--- src/rtl/alu_share_ctrl.sv ---
// alu_share_ctrl
// ----------------------------------------------------------------------------
// Purpose:
//   Time-shares one external combinational 32-bit ALU between two requesters.
//   Requester 0 is the execute-stage datapath. Requester 1 is the
//   address/branch helper. The block arbitrates between the two requesters and
//   drives the ALU operand and opcode inputs from registers. It captures the
//   ALU result one cycle later and returns it to the winning requester over a
//   valid/ready response channel. Only one operation is in flight at a time,
//   so each operation takes at least 3 cycles: accept, execute, respond.
//
// Parameters:
//   RR_EN  1 = round-robin between requesters, 0 = fixed priority (req0 wins)
//   OP_W   width of the ALU opcode field
//
// Ports:
//   i_clk, i_rst            clock and synchronous active-high reset
//   i_reqX_valid/o_reqX_ready, i_reqX_operand_a/b, i_reqX_alu_op
//                           request channel of requester X (X = 0, 1)
//   o_rspX_valid/i_rspX_ready, o_rspX_data
//                           response channel of requester X
//   o_alu_operand_a/b, o_alu_op   registered drive to the external ALU
//   i_alu_data              combinational result from the external ALU
//   o_busy                  high whenever the FSM is not in IDLE
//
// Handshake semantics (all four channels):
//   A transfer happens on a rising edge where valid and ready are both high.
//   A request is accepted only in IDLE, and only the arbitration winner sees
//   ready. Ready never depends on anything but state, arbitration and the
//   reset. The response stays valid with stable data until the matching ready
//   arrives. A requester may lower valid at any time before acceptance; that
//   request then simply never happened.
// ----------------------------------------------------------------------------
module alu_share_ctrl #(
  parameter int RR_EN = 1,
  parameter int OP_W  = 4
) (
  input  logic            i_clk,
  input  logic            i_rst,

  input  logic            i_req0_valid,
  output logic            o_req0_ready,
  input  logic [31:0]     i_req0_operand_a,
  input  logic [31:0]     i_req0_operand_b,
  input  logic [OP_W-1:0] i_req0_alu_op,
  output logic            o_rsp0_valid,
  input  logic            i_rsp0_ready,
  output logic [31:0]     o_rsp0_data,

  input  logic            i_req1_valid,
  output logic            o_req1_ready,
  input  logic [31:0]     i_req1_operand_a,
  input  logic [31:0]     i_req1_operand_b,
  input  logic [OP_W-1:0] i_req1_alu_op,
  output logic            o_rsp1_valid,
  input  logic            i_rsp1_ready,
  output logic [31:0]     o_rsp1_data,

  output logic [31:0]     o_alu_operand_a,
  output logic [31:0]     o_alu_operand_b,
  output logic [OP_W-1:0] o_alu_op,
  input  logic [31:0]     i_alu_data,

  output logic            o_busy
);

  typedef enum logic [1:0] {
    S_IDLE = 2'd0,
    S_EXEC = 2'd1,
    S_RESP = 2'd2
  } state_t;

  state_t            state_q, state_d;
  logic              last_grant_q, last_grant_d;  // id of the last completed op
  logic              grant_q, grant_d;            // id of the op in flight
  logic [31:0]       alu_a_q, alu_a_d;
  logic [31:0]       alu_b_q, alu_b_d;
  logic [OP_W-1:0]   alu_op_q, alu_op_d;
  logic [31:0]       result_q, result_d;

  // Arbitration winner: 1 = requester 1 wins, 0 = requester 0 wins.
  logic              win1;

  always_comb begin
    win1 = 1'b0;
    if (i_req0_valid && i_req1_valid) begin
      // On a tie, round-robin favours whichever side did not complete last.
      // Because last_grant resets to 1, req0 wins the first tie.
      if (RR_EN != 0) begin
        win1 = (last_grant_q == 1'b0);
      end else begin
        win1 = 1'b0;
      end
    end else begin
      win1 = i_req1_valid;
    end
  end

  // State register
  always_ff @(posedge i_clk) begin
    if (i_rst) begin
      state_q      <= S_IDLE;
      last_grant_q <= 1'b1;
      grant_q      <= 1'b0;
      alu_a_q      <= '0;
      alu_b_q      <= '0;
      alu_op_q     <= '0;
      result_q     <= '0;
    end else begin
      state_q      <= state_d;
      last_grant_q <= last_grant_d;
      grant_q      <= grant_d;
      alu_a_q      <= alu_a_d;
      alu_b_q      <= alu_b_d;
      alu_op_q     <= alu_op_d;
      result_q     <= result_d;
    end
  end

  // Next state and outputs
  always_comb begin
    state_d      = state_q;
    last_grant_d = last_grant_q;
    grant_d      = grant_q;
    alu_a_d      = alu_a_q;
    alu_b_d      = alu_b_q;
    alu_op_d     = alu_op_q;
    result_d     = result_q;

    o_req0_ready = 1'b0;
    o_req1_ready = 1'b0;
    o_rsp0_valid = 1'b0;
    o_rsp1_valid = 1'b0;
    o_rsp0_data  = 32'd0;
    o_rsp1_data  = 32'd0;

    unique case (state_q)
      S_IDLE: begin
        // Ready is suppressed during reset so nothing is seen as accepted
        // in a cycle whose state update is discarded anyway.
        if (!i_rst) begin
          o_req0_ready = i_req0_valid && !win1;
          o_req1_ready = i_req1_valid &&  win1;
          if (i_req0_valid || i_req1_valid) begin
            grant_d = win1;
            if (win1) begin
              alu_a_d  = i_req1_operand_a;
              alu_b_d  = i_req1_operand_b;
              alu_op_d = i_req1_alu_op;
            end else begin
              alu_a_d  = i_req0_operand_a;
              alu_b_d  = i_req0_operand_b;
              alu_op_d = i_req0_alu_op;
            end
            state_d = S_EXEC;
          end
        end
      end

      S_EXEC: begin
        // The ALU sees the registered operands for this whole cycle.
        result_d = i_alu_data;
        state_d  = S_RESP;
      end

      S_RESP: begin
        if (grant_q) begin
          o_rsp1_valid = 1'b1;
          o_rsp1_data  = result_q;
          if (i_rsp1_ready) begin
            last_grant_d = 1'b1;
            state_d      = S_IDLE;
          end
        end else begin
          o_rsp0_valid = 1'b1;
          o_rsp0_data  = result_q;
          if (i_rsp0_ready) begin
            last_grant_d = 1'b0;
            state_d      = S_IDLE;
          end
        end
      end

      default: begin
        state_d = S_IDLE;
      end
    endcase
  end

  assign o_alu_operand_a = alu_a_q;
  assign o_alu_operand_b = alu_b_q;
  assign o_alu_op        = alu_op_q;
  assign o_busy          = (state_q != S_IDLE);

endmodule
--- config.mk ---
export PLATFORM = sky130hd
export DESIGN_NAME = alu_share_ctrl
export DESIGN_NICKNAME = d
export VERILOG_FILES = /design/src/rtl/alu_share_ctrl.sv
export SDC_FILE = /design/constraint.sdc
export NUM_CORES = 1
export LEC_CHECK = 0
export ABC_AREA = 1
export CORE_MARGIN = 5
export CORE_UTILIZATION = 42
export DETAILED_ROUTE_END_ITERATION = 10
export PLACE_DENSITY_LB_ADDON = 0.25
export SYNTH_ARGS = -nofsm -noshare
export SYNTH_HDL_FRONTEND = slang
export SYNTH_SLANG_ARGS = --single-unit
--- constraint.sdc ---
create_clock -name i_clk -period 3.6 [get_ports i_clk]
set_clock_uncertainty 0.2 [all_clocks]
set_input_delay 0.36 -clock i_clk [delete_from_list [all_inputs] [get_ports i_clk]]
set_output_delay 0.36 -clock i_clk [all_outputs]
set_load 0.1 [all_outputs]
Word level (Yosys, flattened, before mapping)
Cells that the tools add are included.
- bits in registers: 104
- output and inout port bits: 137
- bits in latches: 0
- bits in writable memories: 0
- input bits: 174
- memories kept: 0
- logic and storage cells: 49
- ROM bits: 0
- shift-type cells: 0
- equal/unequal tests: 6
- multiply operators: 0
- muxes and demuxes: 24
- bitwise logic cells: 1
- reduce and logical (&&, ||, !) cells: 11
- $lt $le $gt $ge: 0
- $add $sub $neg: 0
- div/mod/pow operators: 0
- operators by type and width (kind ; count):
    32-bit 2-to-1 mux ; 6
    1-bit 2-to-1 mux ; 12
    2-bit 2-to-1 mux ; 4
    3-bit inequality test (second input constant) ; 2
    2-bit case mux with 3 select lines ; 1
    3-bit AND reduction ; 2
    4-bit 2-to-1 mux ; 1
    2-bit inequality test (second input constant) ; 2
    2-bit nonzero test ; 2
    1-bit logical AND ; 3
    2-bit by 1-bit == test with 1-bit output (second input constant) ; 1
    2-bit == test (second input constant) ; 1
    2-bit zero test ; 1
    2-bit AND reduction ; 1
    1-bit zero test ; 1
    1-bit logical OR ; 1
    1-bit inverter ; 1

Depth between registers and ports, before layout
- depth after elaboration: 6
- gate-level depth with buffers: 8
- mapped depth without buffers: 6

Worst setup path after synthesis
Ideal clock, no wire load.
- path type: input port to output port
- start: input i_req0_valid
- end: output o_req0_ready
- required time: 3.040 ns
- path slack: 0.893 ns
- stages on the path: 6
- arrival time: 2.147 ns
- buffers on the path: 2
- cells stage by stage: nand2_1 > buf_4 > nand2_4 > buf_4 > nand2_1 > nor2_1
- cells in the longest elaborated chain, start to end: 6
- ends and longest elaborated chain (element ; line ; RTL):
    start: declaration ; 41 ; input logic i_req0_valid,
    1-bit logical AND ; 86 ; if (i_req0_valid && i_req1_valid) begin
    1-bit 2-to-1 mux ; 86 ;
    1-bit zero test ; 142 ; o_req0_ready = i_req0_valid && !win1;
    1-bit logical AND * ; 142 ;
    1-bit 2-to-1 mux * ; 141 ; if (!i_rst) begin
    1-bit 2-to-1 mux * ; 137 ; unique case (state_q)
    end: declaration ; 42 ; output logic o_req0_ready,
Mark *: on every way between the ends. The rest lies on a longest branch, timed or not.

Final worst setup path
- start: register state_q[1]
- end: output o_rsp0_data[8]
- cells in the longest elaborated chain, start to end: 2
- ends and longest elaborated chain (element ; line ; RTL):
    start: declaration ; 73 ; state_t state_q, state_d;
    start signal: assignment ; 110 ; state_q <= state_d;
    2-bit == test ; 137 ;
    32-bit 2-to-1 mux ; 137 ;
    end: declaration ; 48 ; output logic [31:0] o_rsp0_data,
Every way passes these cells.

==> metrics.txt <==
DRT Pass-1 Iters=4; Net Count, Synth=1048; cell taking the most area after synthesis=dfxtp_1; count of buffers from port buffering=between 300 and 400; min-delay src=result_q[11]; top sig layer=met5; Setup Fix Bufs, Post-CTS=0; Metal-1 WL=slightly below 7 mm; r2r setup slk=roughly 1700 ps; total wire length=18.38 mm; crit path time final=2788 ps; Wirelength per Cell=around 14 µm; synthesis-to-finish area growth=59.63%; PostCTS Resize Cnt=0; critical path's largest stage delay=approximately 630 ps; hold crit path type=reg -> reg; H-tree depth=3; Worst Path Arrival=2230 ps; Critical Path Slowest Stage Cell=nand2_1; hold path depth=2; hpwl dp=roughly 14 mm; status=complete, no violations; Startpoint Class=flop; Worst-path clk slew=roughly 70 ps; Max-slew headroom=0.2783; Die Y=around 120 µm; commonest non-fill, non-tap cells in the layout=253 x nand2_1, 240 x clkdlybuf4s50_1, 133 x nor2_1, 107 x nand3_1, 106 x inv_1; Total Die Area=15250 µm²; Final period util=0.7743; CTS tree=done; Cell Rows=41; vias in the first global route=approximately 5500; ANT nets after route=0; top-area cell type share of the netlist area=0.3847; CTS root buffer=clkbuf_16; most common cell after layout, fill and taps aside=nand2_1; PD cells=490.7 nW/µm²; reg-to-reg startpoint=last_grant_q; Worst-Margin Slew=around 1100 ps; Core ar.=between 10000 and 15000 µm²; synth warn=0; Final Hold Viols=0; CP required=~3000 ps; total congestion overflow=0; Max FO, Critical Path=33; DR WL met3=1.642 mm; met2 wire len=between 9 and 10 mm; top-level I/O count=~310; first-iteration detailed-routing DRC count=296; RePlAce Congestion=approximately 0.86; DR DRC count=0; RSZ-0062 raised after global routing=false; Synth cell types=18; Tot GR Track Use=0.2333; TritonCTS Buffers=9; global-route wire length before repair=27.90 mm; top post-synthesis cells by area=dfxtp_1 38%, nand2_1 18%, nand3_1 9.9%; Critical R2R Capture=o_alu_operand_a[18]; Max clock buf depth=2; Total Power=roughly 4.2 mW; share of post-route cells with drive strength above 1=0.08654; number of max-cap violations=0; fmax=about 360 MHz; max-slew violations=0; number of clock sinks=104; hold_buf cts=0; WHS Endpoint=result_q[11]; worst vdd ir=~0.24 mV; Reg2Reg Depth=6; critical path type=reg -> out; Nets=between 1000 and 1500; Cells after Synth=874; initial cell density of the core=0.4288; setup tns final=0 ps; initial antenna violation count=1; Seq/Total Area, Yosys=0.3847; CP Cell Sequence=inv_2 > nor2_2 > nand2_1 > nor2_1 > buf_4; Worst Setup SP=state_q[1]; Setup-failing EPs final=0; Ant. Diodes=0; Vias/cell=between 4 and 5; via count=between 6000 and 7000; number of synthesized register bits=104; mapped cell area=between 5000 and 6000 µm²; crit end category=output port; die width=approximately 120 µm; fillcell total=between 1000 and 1500; maximum number of pins on one net before global-route repair=between 100 and 150; Avg Synthesized Cell Area=between 6 and 7 µm²; Lkg Pwr=a little over 4 nW; Worst-Skew Late Latency=~340 ps
worst max-delay path, delay by kind of cell (launching register included):
family / cells / cell delay [ps]
buffers and inverters: 2 / 400
and+or+nand+nor: 3 / 1120
DFF: 1 / 360
power by group:
part	internal [mW]	switching, mW
logic	0.519	1.32
clock network	0.629	0.410
registers	1.30	0.0641
total	2.45	1.79
sequential cells by signal, indices dropped and copies added, names as in the netlist:
register,flops
o_alu_operand_b,32
grant_q,1
o_alu_operand_a,32
state_q,2
last_grant_q,1
result_q,32
o_alu_op,4
layout make-up:
type | count | area [µm²] | share of cell area
repair buffers | 317 | 3003 | 0.3476
multi-input cells | 598 | 2614 | 0.3026
flip-flops and latches | 104 | 2082 | 0.2410
inverters | 109 | 409.1 | 0.04736
clock buffers | 13 | 250.2 | 0.02897
well taps | 172 | 215.2 | 0.02491
clock inverters | 3 | 65.06 | 0.007532
Yosys cell counts (all sizes together):
| cell type | n |
|---|---|
| nand2 | 255 |
| nor2 | 136 |
| inv | 109 |
| nand3 | 108 |
| dfxtp | 104 |
| buf | 40 |
| a21oi | 34 |
| a21boi | 33 |
| o21ai | 32 |
| clkbuf | 23 |
stage by stage:
stage | std cells | worst slack [ps] | instance area, µm² | utilization | hold WS, ps
floorplan | 874 | 892.7 | 5411 | - | 228.2
global placement | 1300 | 1191 | 8323 | 0.6595 | 264.0
detailed placement | 1300 | 1161 | 8323 | 0.6595 | 270.0
CTS | 1316 | 804.4 | 8638 | 0.6845 | 279.8
global route | 1316 | 522.4 | 8638 | 0.6845 | 304.5
finish | 1316 | 812.5 | 8638 | 0.6845 | 279.5
metal layers:
metal | vias up | GRT usage
met1 | 2671 | 0.2607
met2 | 211 | 0.4179
met3 | 27 | 0.07045
met5 | - | 0
li1 | 3204 | -
met4 | 2 | 0.08304
cell families after synthesis:
group	share of synthesized area
and+or+nand+nor	0.3748
buffers and inverters	0.1336
DFF	0.3847
AOI/OAI and AO/OA	0.1068
worst max-delay path by stage:
stage,end,slack (ps),cells after the start
after CTS,o_rsp1_data[15],800,5
final,o_rsp0_data[8],810,5
after detailed placement,o_alu_operand_a[18],1160,7
after global placement,o_alu_operand_a[17],1190,6
after floorplan,o_req0_ready,890,6
after global routing,o_rsp0_data[20],520,5
Power figures use the tool's default switching activity.
